`src/rtl/lc3b_types.sv`:
```
// Shared LC-3b types: ALU opcodes and the reservation station entry layout.
package lc3b_types;

    localparam int RS_TAG_W = 3;

    typedef enum logic [3:0] {
        alu_add,
        alu_and,
        alu_not,
        alu_pass,
        alu_sll,
        alu_srl,
        alu_sra,
        alu_sub,
        alu_or,
        alu_xor,
        alu_nand,
        alu_nor,
        alu_xnor
    } lc3b_aluop;

    typedef struct packed {
        logic                busy;
        lc3b_aluop           aluop;
        logic [15:0]         vj;
        logic [15:0]         vk;
        logic                qj_valid;
        logic [RS_TAG_W-1:0] qj;
        logic                qk_valid;
        logic [RS_TAG_W-1:0] qk;
        logic [RS_TAG_W-1:0] dest;
    } rs_entry_t;

endpackage

```
`src/rtl/alu_exec.sv`:
```
// Combinational LC-3b ALU: 16-bit logic/arith ops and 4-bit-amount shifts.
module alu_exec
    import lc3b_types::*;
(
    input  lc3b_aluop   aluop,
    input  logic [15:0] a,
    input  logic [15:0] b,
    output logic [15:0] f
);

    always_comb begin
        f = '0;
        unique case (aluop)
            alu_add:  f = a + b;
            alu_sub:  f = a - b;
            alu_and:  f = a & b;
            alu_nand: f = ~(a & b);
            alu_or:   f = a | b;
            alu_nor:  f = ~(a | b);
            alu_xor:  f = a ^ b;
            alu_xnor: f = ~(a ^ b);
            alu_not:  f = ~a;
            alu_pass: f = b;
            alu_sll:  f = a << b[3:0];
            alu_srl:  f = a >> b[3:0];
            alu_sra:  f = $signed(a) >>> b[3:0];
            default:  f = '0;
        endcase
    end

endmodule

```
`src/rtl/alu_res_station.sv`:
```
// ALU reservation station: tag-snooping operand capture, lowest-index issue
// into a single result register held until the CDB arbiter grants it.
module alu_res_station
    import lc3b_types::*;
#(
    parameter int N_ENTRIES = 4,
    parameter int TAG_W     = RS_TAG_W
) (
    input  logic             clk,
    input  logic             rst,
    input  logic             flush,
    input  logic             disp_valid,
    input  lc3b_aluop        disp_aluop,
    input  logic             disp_qj_valid,
    input  logic             disp_qk_valid,
    input  logic [TAG_W-1:0] disp_qj,
    input  logic [TAG_W-1:0] disp_qk,
    input  logic [15:0]      disp_vj,
    input  logic [15:0]      disp_vk,
    input  logic [TAG_W-1:0] disp_dest,
    output logic             full,
    input  logic             cdb_in_valid,
    input  logic [TAG_W-1:0] cdb_in_tag,
    input  logic [15:0]      cdb_in_data,
    output logic             res_valid,
    output logic [TAG_W-1:0] res_tag,
    output logic [15:0]      res_data,
    input  logic             res_grant
);

    localparam int IDX_W = $clog2(N_ENTRIES);

    rs_entry_t        r_ent [N_ENTRIES];
    logic             r_res_valid;
    logic [TAG_W-1:0] r_res_tag;
    logic [15:0]      r_res_data;

    logic [N_ENTRIES-1:0] w_busy;
    logic [N_ENTRIES-1:0] w_ready;
    logic [IDX_W-1:0]     w_free_idx;
    logic [IDX_W-1:0]     w_rdy_idx;
    logic                 w_has_ready;
    logic                 w_issue;
    logic                 w_hit_j;
    logic                 w_hit_k;
    logic [15:0]          w_alu_f;
    rs_entry_t            w_new;

    always_comb begin
        w_free_idx  = '0;
        w_rdy_idx   = '0;
        w_has_ready = 1'b0;
        for (int i = 0; i < N_ENTRIES; i++) begin
            w_busy[i]  = r_ent[i].busy;
            w_ready[i] = r_ent[i].busy & ~r_ent[i].qj_valid
                       & ~r_ent[i].qk_valid;
        end
        // Descending scan so the lowest index wins.
        for (int i = N_ENTRIES - 1; i >= 0; i--) begin
            if (!w_busy[i])
                w_free_idx = IDX_W'(i);
            if (w_ready[i]) begin
                w_rdy_idx   = IDX_W'(i);
                w_has_ready = 1'b1;
            end
        end
    end

    assign full    = &w_busy;
    assign w_issue = w_has_ready & (~r_res_valid | res_grant);

    assign w_hit_j = disp_qj_valid & cdb_in_valid & (cdb_in_tag == disp_qj);
    assign w_hit_k = disp_qk_valid & cdb_in_valid & (cdb_in_tag == disp_qk);

    always_comb begin
        w_new          = '0;
        w_new.busy     = 1'b1;
        w_new.aluop    = disp_aluop;
        w_new.vj       = w_hit_j ? cdb_in_data : disp_vj;
        w_new.vk       = w_hit_k ? cdb_in_data : disp_vk;
        w_new.qj_valid = disp_qj_valid & ~w_hit_j;
        w_new.qk_valid = disp_qk_valid & ~w_hit_k;
        w_new.qj       = disp_qj;
        w_new.qk       = disp_qk;
        w_new.dest     = disp_dest;
    end

    alu_exec u_alu (
        .aluop (r_ent[w_rdy_idx].aluop),
        .a     (r_ent[w_rdy_idx].vj),
        .b     (r_ent[w_rdy_idx].vk),
        .f     (w_alu_f)
    );

    always_ff @(posedge clk or posedge rst) begin
        if (rst) begin
            for (int i = 0; i < N_ENTRIES; i++)
                r_ent[i] <= '0;
            r_res_valid <= 1'b0;
            r_res_tag   <= '0;
            r_res_data  <= '0;
        end else if (flush) begin
            for (int i = 0; i < N_ENTRIES; i++)
                r_ent[i].busy <= 1'b0;
            r_res_valid <= 1'b0;
        end else begin
            for (int i = 0; i < N_ENTRIES; i++) begin
                if (r_ent[i].busy && r_ent[i].qj_valid && cdb_in_valid
                    && r_ent[i].qj == cdb_in_tag) begin
                    r_ent[i].vj       <= cdb_in_data;
                    r_ent[i].qj_valid <= 1'b0;
                end
                if (r_ent[i].busy && r_ent[i].qk_valid && cdb_in_valid
                    && r_ent[i].qk == cdb_in_tag) begin
                    r_ent[i].vk       <= cdb_in_data;
                    r_ent[i].qk_valid <= 1'b0;
                end
            end
            if (w_issue)
                r_ent[w_rdy_idx].busy <= 1'b0;
            if (disp_valid && !full)
                r_ent[w_free_idx] <= w_new;
            if (w_issue) begin
                r_res_valid <= 1'b1;
                r_res_tag   <= r_ent[w_rdy_idx].dest;
                r_res_data  <= w_alu_f;
            end else if (res_grant) begin
                r_res_valid <= 1'b0;
            end
        end
    end

    assign res_valid = r_res_valid;
    assign res_tag   = r_res_tag;
    assign res_data  = r_res_data;

endmodule

```
`config.mk`:
```
export PLATFORM = sky130hd
export DESIGN_NAME = alu_res_station
export DESIGN_NICKNAME = d
export VERILOG_FILES = /design/src/rtl/lc3b_types.sv /design/src/rtl/alu_exec.sv /design/src/rtl/alu_res_station.sv
export SDC_FILE = /design/constraint.sdc
export NUM_CORES = 1
export LEC_CHECK = 0
export CORE_ASPECT_RATIO = 1.4
export CORE_UTILIZATION = 35
export CTS_CLUSTER_SIZE = 28
export DETAILED_ROUTE_END_ITERATION = 8
export SYNTH_ARGS = -nofsm -noshare
export SYNTH_HDL_FRONTEND = slang
export SYNTH_SLANG_ARGS = --single-unit
```
`constraint.sdc`:
```
create_clock -name clk -period 7.35 [get_ports clk]
set_input_delay 1.1025 -clock clk [delete_from_list [all_inputs] [get_ports clk]]
set_output_delay 1.1025 -clock clk [all_outputs]
set_load 0.1 [all_outputs]
```
==> out/results.txt, run 1 <==
cell total after placement = 2,292
Crit path arrival time = 6200 ps
fraction of power consumed by sequential logic = 29.3%
clock slew at the register clock pins of the worst setup and hold paths = 60 ps
post-layout worst setup margin = 1564 ps
placeable core area = 43,240 sq um
Fin Clk Skew = 14.63 ps
CTS Hold Bufs = 0
post-synth cell types = 85
width of the die = 179.1 um
maximum fanout count along the critical path = 35
DRC violations left = 4
PD cells = 307.9 nW/um^2
compound-gate portion of the synthesized area = 28.43%
max cap viols = 0
main combinational cell family by area after synthesis = compound AO/OA/AOI/OAI gates
Via-to-Cell Ratio = 6.402
minimum setup slack after placement = 1710 ps
internal power component = 3069 uW
Min Clock Period, post-route = 5786 ps
share of total power consumed by net switching = 43.63%
wire length of the first global-routing pass = 95.70 mm
predominant post-synthesis flop cell = dfrtp_1
most common library cells after synthesis = 212 x dfrtp_1, 203 x a21oi_1, 197 x nor2_1
layout cell share with drive strength beyond 1 = 11.92%
number of diodes = 0
top-count cell post-synth = dfrtp_1
kind of end point of the critical path = flop
overall routed net length = 63.94 mm
vias in the first global route = 14,800
area growth from synthesis to final layout = 15.05%
clock tree from TritonCTS = built
iteration-0 DRC count of the detailed router = 1,631
number of synthesized register bits = 212
pin count of the biggest net entering global routing = 74
total die area = 44,760 sq um
remaining global-route overflow = 0
later-pin clock latency in the skew report = 540 ps
Overall Global Routing Usage = 28.62%
part of the Yosys area used for sequential elements = 34.52%
Crit path required time = 7770 ps
largest incremental delay on the critical path = 670 ps
Simple-Gate Fraction of Synth Area = 14.53%
number of cells produced by synthesis = 1,746
class of the tightest hold or removal check = reg -> reg
CP startpoint kind = flop
starting utilization of the core area = 35.54%
unrepaired setup endpoints after global routing = no
Layout Cell Area excl Fill = 17,680 sq um
number of clock sinks = 212
Leak = 0.006953 uW
maximum achievable frequency = 172.8 MHz
Setup CP Type = reg -> reg
portion of netlist area occupied by mux cells = 9.355%
count of buffers added by post-CTS timing repair for setup = 0
power after layout = 5444 uW
gpl congestion = 1.094
most area-consuming cells after synthesis = dfrtp_1 35%, a21oi_1 6.6%, o22a_1 6.5%
Inserted Clock Buffers = 24
final hold vios = 0
net count reported at finish = 1,888
post-cts repair resize count = 0
fin crit share = 78.72%
number of nets in the synthesized netlist = 1,868
number of levels the H-tree was split into = 1
wire length per cell = 27.43 um
Synth Area in XOR/XNOR = 3.363%
Logic pwr share = 47.2%
slowest CP cell = o31ai_4
clock share of power = 23.5%
die boundary height = 249.9 um
clock buffer depth = 3
I/O pin count = 93
Async SR Flop Fraction = 100.0%
register cell area after layout = 5305 sq um
violations in the final reports = DRC
worst-case vdd ir drop = 168.4 uV
Max Slew Vio Count = 0
headroom to the max-slew limit = 21.58%
Yosys warning total = 0
status = finished with violations
DR vias = 14,920
switching power = 2376 uW
count of placed standard cells in the final layout, fillers left out = 2,331
1st-pass router iterations = 9
setup total negative slack = 0 ps
DP Area = 16,860 sq um
number of I/O port buffers = 92
share of the synthesized area in the top cell type = 34.52%
clock root buffer master = clkbuf_16
initial antenna violation count = 1
chain of cells forming the critical path = buf_4, nor3b_2, buf_4, o31ai_4, buf_4, a2bb2oi_2, buf_4, inv_2, buf_4, nor2_1, a21oi_1, xnor2_1, ha_1, o21a_1, o21ai_0, o311ai_0, o211ai_1, o21ai_0, a31o_2, a32oi_1, o211ai_1
adder-cell share of the synthesized area = 4.120%
post-synthesis instance area = 15,370 sq um
most common cell type on the critical path = buf_4
number of rows in the core area = 90
number of enable flip-flop cells after synthesis = 0
number of filler cells placed in the layout = 4,337
synthesized area per cell = 8.801 sq um
area leader, netlist = dfrtp_1
area taken by multi-input logic gates = 9273 sq um
detailed-placement wirelength estimate = 46.30 mm
slew at the pin closest to its max-slew limit = 1176 ps
# setup viols final = 0
Post-DRT Antenna Nets = 0
cell type report:
| class | count | area share [%] |
|---|---|---|
| multi-input cells | 1320 | 52.44 |
| flip-flops and latches | 212 | 30.00 |
| repair buffers | 154 | 7.827 |
| clock buffers | 32 | 3.970 |
| well taps | 552 | 3.906 |
| inverters | 54 | 1.189 |
| clock inverters | 7 | 0.6581 |
power groups by stage:
| stage | registers [uW] | clock network (uW) | logic (uW) |
|---|---|---|---|
| 6_report | 1600 | 1280 | 2570 |
| 5_1_grt | 1620 | 1330 | 2720 |
| 4_1_cts | 1590 | 1290 | 2510 |
| 3_5_place_dp | 1610 | 0 | 2500 |
| 3_3_place_gp | 1610 | 0 | 2500 |
| 2_1_floorplan | 1780 | 0 | 1480 |
cells in the final DEF (no fill, tap or decap), drive strengths merged, types with 9 or more instances in the layout:
master,n
a2bb2oi,21
xor2,30
nor3,29
or4,9
dfrtp,212
nor4bb,29
o21ai,74
o211ai,15
a311oi,20
clkdlybuf4s50,91
nand2,97
a21oi,204
ha,49
xnor2,29
nand3,29
a211oi,20
inv,54
mux2,61
nor2,197
nor4,9
buf,63
a221oi,13
a22oi,9
clkbuf,32
a32oi,9
a41oi,10
mux2i,75
o22ai,32
o221ai,10
a31oi,9
nand4,12
o22a,114
worst max-delay path, delay by kind of cell (launching register included):
family                     cells  cell delay [ps]
buffers and inverters          6             1570
AOI/OAI and AO/OA             11             2910
and+or+nand+nor                2              290
xor gates and xnor gates       1               90
DFF                            1              370
adders and majority gates      1              400
per-layer routing:
layer	GRT usage [%]	vias to the layer above	share of wire, %
met5	0	-	0.020
met4	17.79	2	6.9
met3	4.327	216	6.6
met2	47.68	789	49
met1	34.10	7306	37
li1	-	6610	-
kinds of logic after synthesis:
kind of cell / after synthesis
adders and majority gates: 50
and+or+nand+nor: 452
AOI/OAI and AO/OA: 623
xor gates and xnor gates: 59
DFF: 212
buffers and inverters: 214
muxes: 136
state kept, by name, summed over array words and instances (netlist names):
register / flops
res_data: 16
r_ent: 192
res_tag: 3
res_valid: 1
final timing paths:
check                            start           end  slack, ps  depth (start not counted)
max                          r_ent[95]  res_data[15]       1560                         21
min                        res_data[3]   res_data[3]        490                          2
max reg2reg                  r_ent[95]  res_data[15]       1560                         21
min reg2reg                res_data[3]   res_data[3]        490                          2
max in group asynchronous          rst    r_ent[178]       4920                          3
min in group asynchronous          rst    r_ent[103]       1030                          2
metrics by stage:
| stage | util (%) | hold slack [ps] |
|---|---|---|
| 2_1_floorplan | - | 452.2 |
| 3_3_place_gp | 39.00 | 462.7 |
| 3_5_place_dp | 39.00 | 473.3 |
| 4_1_cts | 40.89 | 489.9 |
| 5_1_grt | 40.89 | 516.4 |
| 6_report | 40.89 | 487.9 |
(Power assumes the default switching activity.)
==> run 2, diff against run 1 <==
==> constraint.sdc (replaced) <==
create_clock -name clk -period 5.4 [get_ports clk]
set_input_delay 0.81 -clock clk [delete_from_list [all_inputs] [get_ports clk]]
set_output_delay 0.81 -clock clk [all_outputs]
set_load 0.1 [all_outputs]
==> run 2 against run 1 <==
The run still ends with DRC left. Critical path depth is the same. Sequential share of layout area shrank 0.087 points. Clock power up 23%. Cell area grew 0.29%. Sequential power is 36% higher. Non-clock buffer count grew 17. Core utilization increased by 0.12 points. Register-to-register slack worse by 1200 ps. Worst hold slack improved by 3.4 ps. Maximum frequency increased by 15%. Critical endpoint unchanged.
==> out/results.txt, run 2 (same netlist as run 1, synthesis figures left out) <==
starting utilization of the core area = 35.54% (unchanged)
initial antenna violation count = 0 (was 1)
wire length per cell = 26.22 um (was 27.43 um)
detailed-placement wirelength estimate = 44.41 mm (was 46.30 mm)
register cell area after layout = 5305 sq um (unchanged)
unrepaired setup endpoints after global routing = no (unchanged)
DRC violations left = 4 (unchanged)
clock root buffer master = clkbuf_16 (unchanged)
# setup viols final = 0 (unchanged)
most common library cell in the layout ignoring fill and taps = dfrtp_1 (unchanged)
later-pin clock latency in the skew report = 540 ps (about the same)
Max Slew Vio Count = 0 (unchanged)
number of diodes = 0 (unchanged)
Setup CP Type = reg -> reg (unchanged)
die boundary height = 249.9 um (unchanged)
Crit path required time = 5810 ps (was 7770 ps)
Crit path arrival time = 5450 ps (was 6200 ps)
CP startpoint kind = flop (unchanged)
headroom to the max-slew limit = 12.60% (was 21.58%)
violations in the final reports = DRC (unchanged)
total die area = 44,760 sq um (unchanged)
kind of end point of the critical path = flop (unchanged)
Post-DRT Antenna Nets = 0 (unchanged)
number of rows in the core area = 90 (unchanged)
iteration-0 DRC count of the detailed router = 1,608 (was 1,631)
area taken by multi-input logic gates = 9269 sq um (was 9273 sq um)
number of filler cells placed in the layout = 4,335 (was 4,337)
maximum achievable frequency = 198.5 MHz (was 172.8 MHz)
worst-case vdd ir drop = 284.6 uV (was 168.4 uV)
Top Family by Delay on Critical Path = compound AO/OA/AOI/OAI gates (unchanged)
fin crit share = 93.30% (was 78.72%)
post-cts repair resize count = 0 (unchanged)
Leak = 0.006986 uW (was 0.006953 uW)
highest-count cells in the layout ignoring fill and taps = 212 x dfrtp_1, 203 x a21oi_1, 195 x nor2_1 (unchanged)
status = finished with violations (unchanged)
overall routed net length = 61.59 mm (was 63.94 mm)
count of buffer and inverter cells on the critical path = 4 (was 6)
Fin Clk Skew = 15.30 ps (was 14.63 ps)
number of levels the H-tree was split into = 1 (unchanged)
register with the highest flop count = r_ent (unchanged)
I/O pin count = 93 (unchanged)
net count reported at finish = 1,904 (was 1,888)
largest incremental delay on the critical path = 550 ps (was 670 ps)
setup total negative slack = 0 ps (unchanged)
most common cell type on the critical path = buf_4 (unchanged)
PD cells = 406.7 nW/um^2 (was 307.9 nW/um^2)
clock slew at the register clock pins of the worst setup and hold paths = 60 ps (about the same)
class of the tightest hold or removal check = reg -> reg (unchanged)
vias in the first global route = 14,820 (was 14,800)
DR vias = 15,020 (was 14,920)
CTS Hold Bufs = 0 (unchanged)
slowest CP cell = nor3b_4 (was o31ai_4)
final hold vios = 0 (unchanged)
number of I/O port buffers = 92 (unchanged)
max cap viols = 0 (unchanged)
Worst Hold Margin = 491.3 ps (was 487.9 ps)
gpl congestion = 1.043 (was 1.094)
slew at the pin closest to its max-slew limit = 1311 ps (was 1176 ps)
remaining global-route overflow = 0 (unchanged)
pin count of the biggest net entering global routing = 132 (was 74)
Min Clock Period, post-route = 5038 ps (was 5786 ps)
Inserted Clock Buffers = 23 (was 24)
number of clock sinks = 212 (unchanged)
area growth from synthesis to final layout = 15.39% (was 15.05%)
placeable core area = 43,240 sq um (unchanged)
width of the die = 179.1 um (unchanged)
layout cell share with drive strength beyond 1 = 12.52% (was 11.92%)
maximum fanout count along the critical path = 20 (was 35)
clock tree from TritonCTS = built (unchanged)
count of buffers added by post-CTS timing repair for setup = 0 (unchanged)
clock buffer depth = 3 (unchanged)
Overall Global Routing Usage = 27.50% (was 28.62%)
number of flip-flops under the largest register name = 192 (unchanged)
chain of cells forming the critical path = buf_4, nor3b_4, buf_4, nand2b_1, a32oi_1, inv_2, buf_4, nor2_1, nand3_1, nor2_1, a21oi_1, xnor2_1, ha_1, and3_1, a21oi_1, o311ai_0, o211ai_1, o21ai_0, a31o_2, a32oi_1, o211ai_1 (was buf_4, nor3b_2, buf_4, o31ai_4, buf_4, a2bb2oi_2, buf_4, inv_2, buf_4, nor2_1, a21oi_1, xnor2_1, ha_1, o21a_1, o21ai_0, o311ai_0, o211ai_1, o21ai_0, a31o_2, a32oi_1, o211ai_1)
1st-pass router iterations = 8 (was 9)
wire length of the first global-routing pass = 93.20 mm (was 95.70 mm)
Via-to-Cell Ratio = 6.393 (was 6.402)
run 2: cell types whose count changed in the layout (fill, tap and decap cells not counted), sizes merged:
cell,delta
bufinv,-2
clkinv,-1
buf,+17
clkbuf,+1
clkinvlp,+3
run 2: cell type report:
class | count | share of cell area (%)
Multi-Input combinational cell | 1320 | 52.27
Inverter | 54 | 1.164
Sequential cell | 212 | 29.92
Tap cell | 552 | 3.895
Clock inverter | 7 | 0.4022
Timing Repair Buffer | 171 | 8.665
Clock buffer | 33 | 3.683
run 2: path summary, 6_finish.rpt:
check                            from           end  slack, ps  cells past startpoint
min                         r_ent[75]     r_ent[75]        490                      1
max reg2reg                r_ent[143]  res_data[15]        360                     21
min in group asynchronous         rst     r_ent[56]        660                      2
max                        r_ent[143]  res_data[15]        360                     21
max in group asynchronous         rst      r_ent[8]       3530                      3
min reg2reg                 r_ent[75]     r_ent[75]        490                      1
run 2: power by group:
| part | internal, uW | switching (uW) |
|---|---|---|
| logic | 1240 | 2210 |
| registers | 1920 | 258 |
| clock network | 888 | 692 |
run 2: stage by stage:
stage	cell area (sq um)	setup WS, ps	std cells	utilization, %	power [uW]
floorplan	15370	855.1	1746	-	4437
global placement	17010	447.7	2309	39.33	5540
detailed placement	17010	450.5	2309	39.33	5571
CTS	17730	414.2	2349	41.01	7161
global route	17730	30.78	2349	41.01	7545
finish	17730	361.6	2349	41.01	7212
run 2: worst register-to-register path: stages (launching register included):
cell and delay (ps):
dfrtp_1 340, buf_4 220, nor3b_4 550, buf_4 390, nand2b_1 110, a32oi_1 370, inv_2 70, buf_4 220
nor2_1 170, nand3_1 120, nor2_1 180, a21oi_1 110, xnor2_1 140, ha_1 400, and3_1 170, a21oi_1 140
o311ai_0 180, o211ai_1 220, o21ai_0 220, a31o_2 290, a32oi_1 180, o211ai_1 110
run 2: per-layer routing:
metal	vias up	part of all wire (%)	wire length (um)	global-route usage, %
met4	0	5.6	3456	14.38
met5	-	0	0	0
met1	7407	38	23620	33.36
met3	194	6.8	4168	3.611
li1	6639	-	-	-
met2	778	49	30340	46.77
==> run 3, diff against run 2 <==
--- a/config.mk
+++ b/config.mk
@@ -9,6 +9,7 @@
 export CORE_UTILIZATION = 35
 export CTS_CLUSTER_SIZE = 28
 export DETAILED_ROUTE_END_ITERATION = 8
+export PLACE_DENSITY = 0.61
 export SYNTH_ARGS = -nofsm -noshare
 export SYNTH_HDL_FRONTEND = slang
 export SYNTH_SLANG_ARGS = --single-unit
==> run 3 against run 2 <==
The flow still finishes with violations (DRC). Clock skew down 4.4 ps. Final cell count about the same. Worst hold slack worse by 9.8 ps. Clock power up 11%. Non-clock buffer count down 2. Maximum frequency about the same. Critical path type unchanged. Critical endpoint unchanged. Largest power group unchanged.
==> out/results.txt, run 3 (same netlist as run 1, synthesis figures left out) <==
max cap viols = 0 (unchanged)
power after layout = 7349 uW (was 7212 uW)
die boundary height = 249.9 um (unchanged)
Max Slew Vio Count = 0 (unchanged)
Crit path required time = 5800 ps (was 5810 ps)
iteration-0 DRC count of the detailed router = 1,560 (was 1,608)
number of diodes = 0 (unchanged)
number of clock sinks = 212 (unchanged)
DP Area = 16,970 sq um (was 17,010 sq um)
CTS Hold Bufs = 0 (unchanged)
overall routed net length = 61.36 mm (was 61.59 mm)
number of rows in the core area = 90 (unchanged)
slew at the pin closest to its max-slew limit = 1208 ps (was 1311 ps)
Leak = 0.007030 uW (was 0.006986 uW)
1st-pass router iterations = 8 (unchanged)
final hold vios = 0 (unchanged)
wire length of the first global-routing pass = 91.76 mm (was 93.20 mm)
highest-count cells in the layout ignoring fill and taps = 212 x dfrtp_1, 203 x a21oi_1, 195 x nor2_1 (unchanged)
clock tree from TritonCTS = built (unchanged)
PD cells = 412.5 nW/um^2 (was 406.7 nW/um^2)
Fin Clk Skew = 10.89 ps (was 15.30 ps)
fin crit share = 93.24% (was 93.30%)
vias in the first global route = 14,530 (was 14,820)
worst-case vdd ir drop = 242.7 uV (was 284.6 uV)
clock buffer depth = 3 (unchanged)
# setup viols final = 0 (unchanged)
class of the tightest hold or removal check = reg -> reg (unchanged)
area growth from synthesis to final layout = 15.93% (was 15.39%)
Min Clock Period, post-route = 5035 ps (was 5038 ps)
DRC violations left = 2 (was 4)
clock slew at the register clock pins of the worst setup and hold paths = 60 ps (about the same)
maximum achievable frequency = 198.6 MHz (was 198.5 MHz)
register with the highest flop count = r_ent (unchanged)
number of cells on the worst reg-to-reg path = 18 (was 21)
number of I/O port buffers = 92 (unchanged)
pin count of the biggest net entering global routing = 128 (was 132)
remaining global-route overflow = 0 (unchanged)
number of levels the H-tree was split into = 1 (unchanged)
clock root buffer master = clkbuf_16 (unchanged)
later-pin clock latency in the skew report = 530 ps (was 540 ps)
starting utilization of the core area = 35.54% (unchanged)
CP startpoint kind = flop (unchanged)
maximum fanout count along the critical path = 34 (was 20)
width of the die = 179.1 um (unchanged)
cell depth of the worst hold path = 2 (was 1)
Layout Cell Area excl Fill = 17,810 sq um (was 17,730 sq um)
Inserted Clock Buffers = 23 (unchanged)
Post-DRT Antenna Nets = 0 (unchanged)
layout cell share with drive strength beyond 1 = 12.63% (was 12.52%)
headroom to the max-slew limit = 19.20% (was 12.60%)
Crit path arrival time = 5440 ps (was 5450 ps)
kind of end point of the critical path = flop (unchanged)
violations in the final reports = DRC (unchanged)
net count reported at finish = 1,903 (was 1,904)
detailed-placement wirelength estimate = 43.98 mm (was 44.41 mm)
most common library cell in the layout ignoring fill and taps = dfrtp_1 (unchanged)
Setup CP Type = reg -> reg (unchanged)
wire length per cell = 26.11 um (was 26.22 um)
number of flip-flops under the largest register name = 192 (unchanged)
DR vias = 15,000 (was 15,020)
unrepaired setup endpoints after global routing = no (unchanged)
status = finished with violations (unchanged)
Via-to-Cell Ratio = 6.382 (was 6.393)
gpl congestion = 1.040 (was 1.043)
core utilization of the finished layout = 41.20% (was 41.01%)
placeable core area = 43,240 sq um (unchanged)
I/O pin count = 93 (unchanged)
Overall Global Routing Usage = 27.01% (was 27.50%)
total die area = 44,760 sq um (unchanged)
initial antenna violation count = 0 (unchanged)
setup total negative slack = 0 ps (unchanged)
[run 3: changes by cell type in the layout (fill, tap and decap cells not counted), moves of 2 or more]
| cell | change |
|---|---|
| clkinvlp_4 | -3 |
| clkbuf_8 | -2 |
| bufinv_16 | +4 |
| clkinv_4 | +2 |
[run 3: layout make-up]
class / instances / area [sq um]
Fill cell: 4317 / 25430
Multi-Input combinational cell: 1321 / 9281
Sequential cell: 212 / 5305
Timing Repair Buffer: 169 / 1509
Tap cell: 552 / 690.7
Clock buffer: 30 / 621.8
Inverter: 54 / 206.4
Clock inverter: 12 / 200.2
[run 3: worst paths after layout]
check	end	from	slack, ps
min in group asynchronous	r_ent[104]	rst	790
max reg2reg	res_data[15]	r_ent[106]	360
max	res_data[15]	r_ent[106]	360
min reg2reg	res_tag[0]	res_tag[0]	480
min	res_tag[0]	res_tag[0]	480
max in group asynchronous	r_ent[76]	rst	3410
[run 3: timing repair]
| item | 4_1_cts | 5_1_grt |
|---|---|---|
| setup buffers | 0 | 2 |
| gates resized for setup | 0 | 1 |
| endpoints found under the setup margin | 0 | 2 |
[run 3: critical path, stage by stage (launching register included)]
cell and delay, ps:
dfrtp_1 540, or3b_1 470, buf_4 190, buf_4 250, o21ai_0 240, a2bb2oi_2 260
inv_2 90, buf_4 260, xnor2_1 180, ha_1 360, o21ai_0 190, a21oi_1 110
nor4_1 460, o311ai_0 290, o211ai_1 230, o21ai_1 180, a31o_2 280, a32oi_1 190
o211ai_1 110
[run 3: per-stage QoR]
step                setup WS, ps  hold WS [ps]  std cells
floorplan                  855.1         452.2       1746
global placement           444.2         470.1       2305
detailed placement         294.7         473.8       2305
CTS                        259.1         488.8       2347
global route               83.44         505.5       2350
finish                     364.9         481.6       2350
[run 3: where the power goes]
| part | switching, uW | leakage, uW | internal, uW | total [uW] |
|---|---|---|---|---|
| Sequential | 278 | 0.00264 | 1920 | 2200 |
| Combinational | 2170 | 0.00399 | 1230 | 3400 |
| Clock | 692 | 0.000403 | 1060 | 1750 |
| Total | 3140 | 0.00703 | 4200 | 7350 |
[run 3: layer usage]
metal / global-route usage (%) / up-vias / wire (um)
li1: - / 6653 / -
met1: 33.73 / 7308 / 23510
met2: 44.45 / 825 / 29300
met3: 3.367 / 211 / 4462
met4: 15.22 / 0 / 4088
met5: 0 / - / 0
